==> config.mk <==
export PLATFORM = sky130hd
export DESIGN_NAME = rpn_stack_ctrl
export DESIGN_NICKNAME = d
export VERILOG_FILES = /design/src/rtl/rpn_pkg.sv /design/src/rtl/rpn_alu.sv /design/src/rtl/rpn_stack_ctrl.sv
export SDC_FILE = /design/constraint.sdc
export NUM_CORES = 1
export LEC_CHECK = 0
export CAP_MARGIN = 20
export CORE_MARGIN = 1
export CORE_UTILIZATION = 50
export CTS_CLUSTER_SIZE = 40
export DETAILED_ROUTE_END_ITERATION = 10
export GPL_TIMING_DRIVEN = 0
export PLACE_DENSITY = 0.76
export SETUP_SLACK_MARGIN = 0.05
export SLEW_MARGIN = 0
export SYNTH_ARGS = -nofsm -noshare
export SYNTH_HDL_FRONTEND = slang
export SYNTH_HIERARCHICAL = 1
export SYNTH_SLANG_ARGS = --single-unit
==> constraint.sdc <==
create_clock -name Clk -period 2.84 [get_ports Clk]
set_clock_uncertainty 0.2 [all_clocks]
set_input_delay 0.284 -clock Clk [delete_from_list [all_inputs] [get_ports Clk]]
set_output_delay 0.284 -clock Clk [all_outputs]
set_load 0.01 [all_outputs]
==> src/rtl/rpn_pkg.sv <==
// Shared opcodes, FSM states and error codes for the RPN stack controller.
package rpn_pkg;

    typedef enum logic [2:0] {
        OP_ADD = 3'd0,
        OP_SUB = 3'd1,
        OP_AND = 3'd2,
        OP_OR  = 3'd3,
        OP_XOR = 3'd4,
        OP_EQ  = 3'd5
    } op_e;

    typedef enum logic [2:0] {
        ST_IDLE   = 3'd0,
        ST_PUSH_N = 3'd1,
        ST_POP_B  = 3'd2,
        ST_POP_A  = 3'd3,
        ST_CAP_A  = 3'd4,
        ST_PUSH_R = 3'd5,
        ST_EMIT   = 3'd6,
        ST_ERR    = 3'd7
    } state_e;

    localparam logic [1:0] ERR_NONE    = 2'b00;
    localparam logic [1:0] ERR_UNDER   = 2'b01;
    localparam logic [1:0] ERR_OVER    = 2'b10;
    localparam logic [1:0] ERR_ILLEGAL = 2'b11;

endpackage

==> src/rtl/rpn_alu.sv <==
// Combinational binary-operator unit: result = f(A, B) for ADD..XOR.
// Define RPN_SAT_EN to make ADD saturate high and SUB saturate at zero.
module rpn_alu
    import rpn_pkg::*;
#(
    parameter int W = 4
) (
    input  logic [W-1:0] i_a,
    input  logic [W-1:0] i_b,
    input  logic [2:0]   i_op,
    output logic [W-1:0] o_res
);

`ifdef RPN_SAT_EN
    logic [W:0] w_sum;
    assign w_sum = {1'b0, i_a} + {1'b0, i_b};
`endif

    // Operator decode; EQ and illegal codes never reach the push path.
    always_comb begin
        o_res = {W{1'b0}};
        case (i_op)
`ifdef RPN_SAT_EN
            OP_ADD:  o_res = w_sum[W] ? {W{1'b1}} : w_sum[W-1:0];
            OP_SUB:  o_res = (i_a < i_b) ? {W{1'b0}} : (i_a - i_b);
`else
            OP_ADD:  o_res = i_a + i_b;
            OP_SUB:  o_res = i_a - i_b;
`endif
            OP_AND:  o_res = i_a & i_b;
            OP_OR:   o_res = i_a | i_b;
            OP_XOR:  o_res = i_a ^ i_b;
            default: o_res = {W{1'b0}};
        endcase
    end

endmodule

==> src/rtl/rpn_stack_ctrl.sv <==
// RPN evaluator driving an external W-bit LIFO; tracks occupancy and flags errors.
// Optional build macro RPN_SAT_EN selects saturating ADD/SUB inside rpn_alu.
module rpn_stack_ctrl
    import rpn_pkg::*;
#(
    parameter  int W     = 4,
    parameter  int DEPTH = 8,
    localparam int DW    = $clog2(DEPTH + 1)
) (
    input  logic          Clk,
    input  logic          RstN,
    input  logic          Tok_Valid,
    output logic          Tok_Ready,
    input  logic          Tok_Is_Op,
    input  logic [W-1:0]  Tok_Data,
    output logic          Stk_Push,
    output logic          Stk_Pop,
    output logic [W-1:0]  Stk_Data_In,
    input  logic [W-1:0]  Stk_Data_Out,
    output logic [W-1:0]  Result,
    output logic          Result_Valid,
    output logic [DW-1:0] Depth,
    output logic          Error,
    output logic [1:0]    Err_Code
);

    state_e        r_state;
    logic          r_ready;
    logic          r_push;
    logic          r_pop;
    logic [W-1:0]  r_din;
    logic [W-1:0]  r_res;
    logic          r_res_v;
    logic [DW-1:0] r_depth;
    logic          r_err;
    logic [1:0]    r_code;
    logic [W-1:0]  r_b;
    logic [2:0]    r_op;
    logic [W-1:0]  w_alu;
    logic [2:0]    w_tok_op;
    logic          w_unused_tok;

    assign w_tok_op     = Tok_Data[2:0];
    assign w_unused_tok = ^Tok_Data[W-1:3];

    // A arrives on Stk_Data_Out during CAP_A; B was latched in POP_A.
    rpn_alu #(.W(W)) u_alu (
        .i_a   (Stk_Data_Out),
        .i_b   (r_b),
        .i_op  (r_op),
        .o_res (w_alu)
    );

    // Controller FSM; every output is a register updated here.
    always_ff @(posedge Clk) begin
        if (!RstN) begin
            r_state <= ST_IDLE;
            r_ready <= 1'b0;
            r_push  <= 1'b0;
            r_pop   <= 1'b0;
            r_din   <= {W{1'b0}};
            r_res   <= {W{1'b0}};
            r_res_v <= 1'b0;
            r_depth <= {DW{1'b0}};
            r_err   <= 1'b0;
            r_code  <= ERR_NONE;
            r_b     <= {W{1'b0}};
            r_op    <= 3'd0;
        end else begin
            r_push  <= 1'b0;
            r_pop   <= 1'b0;
            r_res_v <= 1'b0;
            case (r_state)
                ST_IDLE: begin
                    if (Tok_Valid && r_ready) begin
                        r_ready <= 1'b0;
                        r_op    <= w_tok_op;
                        if (!Tok_Is_Op) begin
                            if (r_depth == DW'(DEPTH)) begin
                                r_state <= ST_ERR;
                                r_err   <= 1'b1;
                                r_code  <= ERR_OVER;
                            end else begin
                                r_state <= ST_PUSH_N;
                                r_push  <= 1'b1;
                                r_din   <= Tok_Data;
                                r_depth <= r_depth + DW'(1);
                            end
                        end else if (w_tok_op > 3'(OP_EQ)) begin
                            r_state <= ST_ERR;
                            r_err   <= 1'b1;
                            r_code  <= ERR_ILLEGAL;
                        end else if ((w_tok_op == 3'(OP_EQ)) ? (r_depth == DW'(0))
                                                            : (r_depth < DW'(2))) begin
                            r_state <= ST_ERR;
                            r_err   <= 1'b1;
                            r_code  <= ERR_UNDER;
                        end else begin
                            r_state <= ST_POP_B;
                            r_pop   <= 1'b1;
                            r_depth <= r_depth - DW'(1);
                        end
                    end else begin
                        r_ready <= 1'b1;
                    end
                end
                ST_PUSH_N, ST_PUSH_R: begin
                    r_state <= ST_IDLE;
                    r_ready <= 1'b1;
                end
                ST_POP_B: begin
                    if (r_op == 3'(OP_EQ)) begin
                        r_state <= ST_EMIT;
                    end else begin
                        r_state <= ST_POP_A;
                        r_pop   <= 1'b1;
                        r_depth <= r_depth - DW'(1);
                    end
                end
                ST_POP_A: begin
                    r_b     <= Stk_Data_Out;
                    r_state <= ST_CAP_A;
                end
                ST_CAP_A: begin
                    r_din   <= w_alu;
                    r_push  <= 1'b1;
                    r_depth <= r_depth + DW'(1);
                    r_state <= ST_PUSH_R;
                end
                ST_EMIT: begin
                    r_res   <= Stk_Data_Out;
                    r_res_v <= 1'b1;
                    r_state <= ST_IDLE;
                    r_ready <= 1'b1;
                end
                ST_ERR: begin
                    r_state <= ST_ERR;
                    r_ready <= 1'b0;
                end
                default: begin
                    r_state <= ST_IDLE;
                    r_ready <= 1'b0;
                end
            endcase
        end
    end

    assign Tok_Ready    = r_ready;
    assign Stk_Push     = r_push;
    assign Stk_Pop      = r_pop;
    assign Stk_Data_In  = r_din;
    assign Result       = r_res;
    assign Result_Valid = r_res_v;
    assign Depth        = r_depth;
    assign Error        = r_err;
    assign Err_Code     = r_code;

endmodule

# Yosys cells after proc, flatten, opt, wreduce, memory -nomap -nowiden
# Index checks and enable logic that the tools add are counted.
# classes
add_sub_neg,4
magnitude_cmp,2
n_eq_ne,22
muxes,41
n_bitwise,3
reduce_logical,13
# op_table
op,count
2-to-1 mux 4 bit,9
"equality test 3 bit, second input constant",7
case mux 4 bit (5 select lines),1
2-to-1 mux 3 bit,6
case mux 3 bit (6 select lines),1
2-to-1 mux 1 bit,15
"equality test 3 x 2 -> 1 bit, second input constant",4
case mux 4 bit (3 select lines),1
"inequality test 3 bit, second input constant",3
2-to-1 mux 2 bit,4
"inequality test 2 bit, second input constant",4
case mux 4 bit (2 select lines),1
AND reduction 4 bit,2
"equality test 3 x 1 -> 1 bit, second input constant",2
zero test 3 bit,2
AND reduction 6 bit,1
nonzero test 3 bit,2
"adder 4 x 1 -> 4 bit, second input constant",1
adder 4 bit,1
AND 4 bit,1
"equality test 4 bit, second input constant",1
zero test 4 bit,1
"less-than comparator 4 x 2 -> 1 bit, second input constant",1
bitwise OR 4 bit,1
other kinds (11),13
# word_totals
register_bits,29
output_inout_bits,19
wordCells,97

# Logic depth before layout (Yosys ltp)
# Gate-level depths: netlist of run 1.
# logic_depth
word_depth,7
ltp_mapped,12
depth_no_buf,12

# Modules after synthesis
# Netlist of run 1, hierarchy kept.
# modules_own_cells
mod,n_inst,cells_each,area_per_inst_um2,seq_area_each_um2
rpn_stack_ctrl,1,150,1357.6,580.6
rpn_alu,1,60,425.4,0.0

# Worst setup path before layout of run 1
# No wires, ideal clock.
# synth_path
path_type,register to register
start,register r_b[0]
end,register r_din[3] (netlist: Stk_Data_In[3])
arrival_time_ps,2005
t_required_ps,2554
setup_slack_ps,549
stages_incl_launch_ff,13
period_less_slack_ps,2291
path_cell_list,dfxtp_1 -> clkinv_2 -> ha_1 -> nand2_1 -> o21ai_1 -> inv_1 -> ha_1 -> a21o_1 -> a21oi_1 -> xnor2_1 -> a21o_1 -> mux2i_1 -> a211oi_1
# synth_via
elab_chain_len,3
word_cells_on_any_way,4
# synth_lines
element,line_no,text
start: declaration,rpn_stack_ctrl.sv:37,logic [W-1:0] r_b;
start signal: assignment,rpn_stack_ctrl.sv:67,r_b <= {W{1'b0}};
start signal: assignment,rpn_stack_ctrl.sv:121,r_b <= Stk_Data_Out;
subtractor 4 bit / adder 4 bit (equally long branches),"rpn_alu.sv:28, rpn_alu.sv:27",
case mux 4 bit (5 select lines) (*),rpn_alu.sv:22,case (i_op)
named net w_alu[3],rpn_stack_ctrl.sv:39,logic [W-1:0] w_alu;
case mux 4 bit (2 select lines) (*),rpn_stack_ctrl.sv:73,case (r_state)
end signal: assignment,rpn_stack_ctrl.sv:61,r_din <= {W{1'b0}};
end signal: assignment,rpn_stack_ctrl.sv:86,r_din <= Tok_Data;
end signal: assignment,rpn_stack_ctrl.sv:125,r_din <= w_alu;
end: declaration,rpn_stack_ctrl.sv:31,logic [W-1:0] r_din;
# The timed path passes the listed nets; every way through them passes the cells marked *.
# A chain may end at the register's enable or synchronous reset.

# Final worst setup path of run 1
# Ends and elaborated chain as after synthesis.

==> results.toml, run 1 <==
[synthesis]
synth.distinct_cells = 48
syn_inst = 210
synth-seq-cells = 29
synth_area_mm2 = 0.00178
muxShareOfSynthArea_pct = 10.7
synthXorXnorAreaFrac_pct = 3.44
synthFlopType = "dfxtp_1"
synthAdderAreaFrac_pct = 10.9
ys_warn_count = 6
synth_area_per_cell_um2 = 8.49
synth_edf_count = 0
synth_seq_area_share_pct = 32.6
synth_compound_area_share_pct = 18.5
async_reset_ff_share_pct = 0
synth_top_family_by_area = "compound AO/OA/AOI/OAI gates"
synth-simple-area-share_pct = 17.6
synth_nets = 237

[timing]
report.final.hold_viol_count = 0
totalNegativeSetupSlack_ns = 0
setup_violations = 0
rsz0062_at_grt = "false"
max_freq_ghz = 0.393
slew_headroom_pct = 53.3
min_period_ns = 2.54
worstMarginPinSlew_ns = 0.695
slew_viol_final = 0
fin_crit_sh_pct = 89.6

[clock_tree]
cts-resized-gates = 0
clock_tree.root_cell = "clkbuf_4"
cts_sinks = 29
cts_setup_buffers = 0
path_clk_slew_ns = 0.10
clk_latency_ns = 0.33
htree_levels = 2
cts_buffers = 5
cts_tree = "built"
clk_path_buf_depth = 2
postCtsHoldBufs = 0

[worst_setup_path]
startpoint_type = "flop"
crit_type = "reg2reg"
worst-r2r-setup-slack_ns = 0.30
cp.required_ns = 2.88
crit_path_max_fanout = 4
worstPathArrival_ns = 2.59
r2r_cells = 12
end_kind = "flop"

[global_route]
track_usage_pct = 21.7
grt_overflow = 0
grt_pass1_wl_um = 6020
antenna_found_initial = 0
grt_max_degree = 11
grt_pass1_vias = 1407

[power_and_ir_drop]
power.leakage_nw = 0.913
switching_power_mw = 0.382
seqPwrFrac_pct = 39.4
p_comb_share_pct = 30.9
ir_drop_mv = 0.330
sw_frac_of_total_pct = 31.2
power_density_mw_per_mm2 = 551
power.total_mw = 1.22
p_clk_share_pct = 29.8
p_int_mw = 0.841

[place]
portBuffers = 29
hpwl_um = 2780
gp_congestion = 0.807

[finish]
drive_gt1_share_pct = 9.31
fill_cells = 335
syn2layout_area_growth_pct = 24.5
fin_nets = 273
diodes = 0
multi_input_area_mm2 = 0.00109
seq_area_um2 = 581

[drt]
wl_per_cell_um = 12.7
drt_first_pass_iters = 4
avgViaCountPerCell = 5.39
via_count = 1578
drc = 0
ant_nets = 0
drt_iter0_drc = 77
drt-total-wl_um = 3710

[floorplanning]
start_util_pct = 53.0
num_io_pins = 31
die_area_mm2 = 0.00381
die_w_um = 61.7
die_h_um = 61.7
fp.coreArea_mm2 = 0.00336
num_rows = 21

[min_path]
whs_path_depth = 3
hold_class = "in2reg"

[status]
status = "complete, no violations"

[flow_run]
cap_violations = 0
-- final cells by class --
class | count | share of cell area, %
multi-input combinational | 154 | 49.2
sequential | 29 | 26.2
timing repair buffer | 29 | 13.1
inverter | 17 | 2.93
tap | 46 | 2.59
clock buffer | 6 | 2.31
buffer | 10 | 2.03
clock inverter | 2 | 1.69
-- layer usage --
layer | up-vias | share of wire (%) | global-route usage, %
met5 | - | 0 | 0
met2 | 38 | 49 | 37.6
met4 | 0 | 1.3 | 7.30
li1 | 804 | - | -
met1 | 729 | 45 | 26.2
met3 | 7 | 4.5 | 5.59
-- logic make-up (layout without fill, tap and decap cells) --
| logic type | Yosys count | after routing |
|---|---|---|
| compound gates | 47 | 47 |
| buf+inv | 27 | 64 |
| flops | 29 | 29 |
| xor+xnor | 7 | 7 |
| fa+ha+maj | 15 | 15 |
| simple gates | 66 | 66 |
| mux | 19 | 19 |
-- path summary, 6_finish.rpt --
kind / end / startpoint
max: Stk_Data_In[3]$_SDFFE_PN0P_ / r_b[0]$_SDFFE_PN0N_
min: Err_Code[0]$_SDFFE_PN0P_ / Tok_Is_Op
max reg2reg: Stk_Data_In[3]$_SDFFE_PN0P_ / r_b[0]$_SDFFE_PN0N_
min reg2reg: Error$_SDFFE_PN0P_ / Error$_SDFFE_PN0P_
-- cells in the mapped netlist, types with 4 or more instances --
cell type  number  area, um2
nor3_1          4       20.0
clkbuf_1        6       22.5
o21ai_1         4       20.0
mux2i_1        18        180
o21ai_0         8       40.0
a211oi_1        5       37.5
a21oi_1         8       40.0
ha_1           14        175
o21a_1          4       30.0
nor2_1         30        113
inv_1          14       52.6
nand2_1        13       48.8
xnor2_1         5       43.8
dfxtp_1        29        581
-- worst max-delay path, cell delays in order (launching register included) --
cell and delay [ns]:
dfxtp_1 0.42, clkinv_2 0.11, ha_1 0.28, nand2_1 0.04, o21ai_1 0.13, inv_1 0.07
ha_1 0.27, a21o_1 0.16, a21oi_1 0.19, xnor2_1 0.14, a21o_1 0.14, mux2i_1 0.06
a211oi_1 0.24
-- per-stage QoR --
step | setup WS, ns | hold WS, ns | cells | utilization, % | instance area (um2)
6_report | 0.296 | 0.149 | 293 | 66.0 | 2220
5_1_grt | 0.0935 | 0.148 | 293 | 66.0 | 2220
4_1_cts | 0.266 | 0.134 | 293 | 66.0 | 2220
3_5_place_dp | 0.225 | 0.257 | 285 | 63.4 | 2130
3_3_place_gp | 0.246 | 0.251 | 285 | 63.4 | 2130
2_1_floorplan | 0.549 | 0.202 | 210 | - | 1780
-- power groups by stage --
stage                     Clock (mW)  Sequential (mW)  Combinational (mW)
final                          0.364            0.482               0.378
after global routing           0.396            0.488               0.416
after CTS                      0.372            0.482               0.378
after detailed placement           0            0.491               0.376
after global placement             0            0.489               0.372
after floorplan                    0            0.499               0.239
-- sequential cells by signal, summed over array words and instances, names as in the netlist --
signal	count
Stk_Pop	1
Stk_Push	1
Err_Code	2
Result	4
r_op	3
Tok_Ready	1
Error	1
Stk_Data_In	4
Result_Valid	1
r_b	4
Depth	4
r_state	3
-- cell usage in the layout, fill, tap and decap left out, types with 6 or more instances in the layout --
master	netlist	layout
ha_1	14	14
clkdlybuf4s50_1	0	29
o21ai_0	8	8
inv_1	14	14
clkbuf_1	6	6
a21oi_1	8	8
nand2_1	13	13
nor2_1	30	30
mux2i_1	18	18
dfxtp_1	29	29
(Power assumes the default switching activity.)
==> run 2: changes to the inputs <==
--- a/config.mk
+++ b/config.mk
@@ -5,7 +5,6 @@
 export SDC_FILE = /design/constraint.sdc
 export NUM_CORES = 1
 export LEC_CHECK = 0
-export CAP_MARGIN = 20
 export CORE_MARGIN = 1
 export CORE_UTILIZATION = 50
 export CTS_CLUSTER_SIZE = 40
==> results of run 2 <==
The final DEF is identical to that of run 1; final timing and power are the same.
==> run 3: changes to the inputs <==
--- a/config.mk
+++ b/config.mk
@@ -7,7 +7,7 @@
 export LEC_CHECK = 0
 export CORE_MARGIN = 1
 export CORE_UTILIZATION = 50
-export CTS_CLUSTER_SIZE = 40
+export CTS_CLUSTER_SIZE = 28
 export DETAILED_ROUTE_END_ITERATION = 10
 export GPL_TIMING_DRIVEN = 0
 export PLACE_DENSITY = 0.76
==> constraint.sdc (replaced) <==
create_clock -name Clk -period 2.84 [get_ports Clk]
set_clock_uncertainty 0.2 [all_clocks]
set_input_delay 0.568 -clock Clk [delete_from_list [all_inputs] [get_ports Clk]]
set_output_delay 0.568 -clock Clk [all_outputs]
set_load 0.01 [all_outputs]
==> results of run 3 <==
Same layout as run 1 (identical final DEF). Status: complete, no violations.
Main changes from that run: setup slack after placement 0.225 ns -> -0.0590 ns; setup slack after layout 0.296 ns -> 0.285 ns; hold slack 0.149 ns -> 0.276 ns; start point of the critical path r_b[0]$_SDFFE_PN0N_ -> Stk_Data_Out[0]; end point of the critical path Stk_Data_In[3]$_SDFFE_PN0P_ -> Stk_Data_In[2]$_SDFFE_PN0P_; end point of the worst hold path Err_Code[0]$_SDFFE_PN0P_ -> Error$_SDFFE_PN0P_
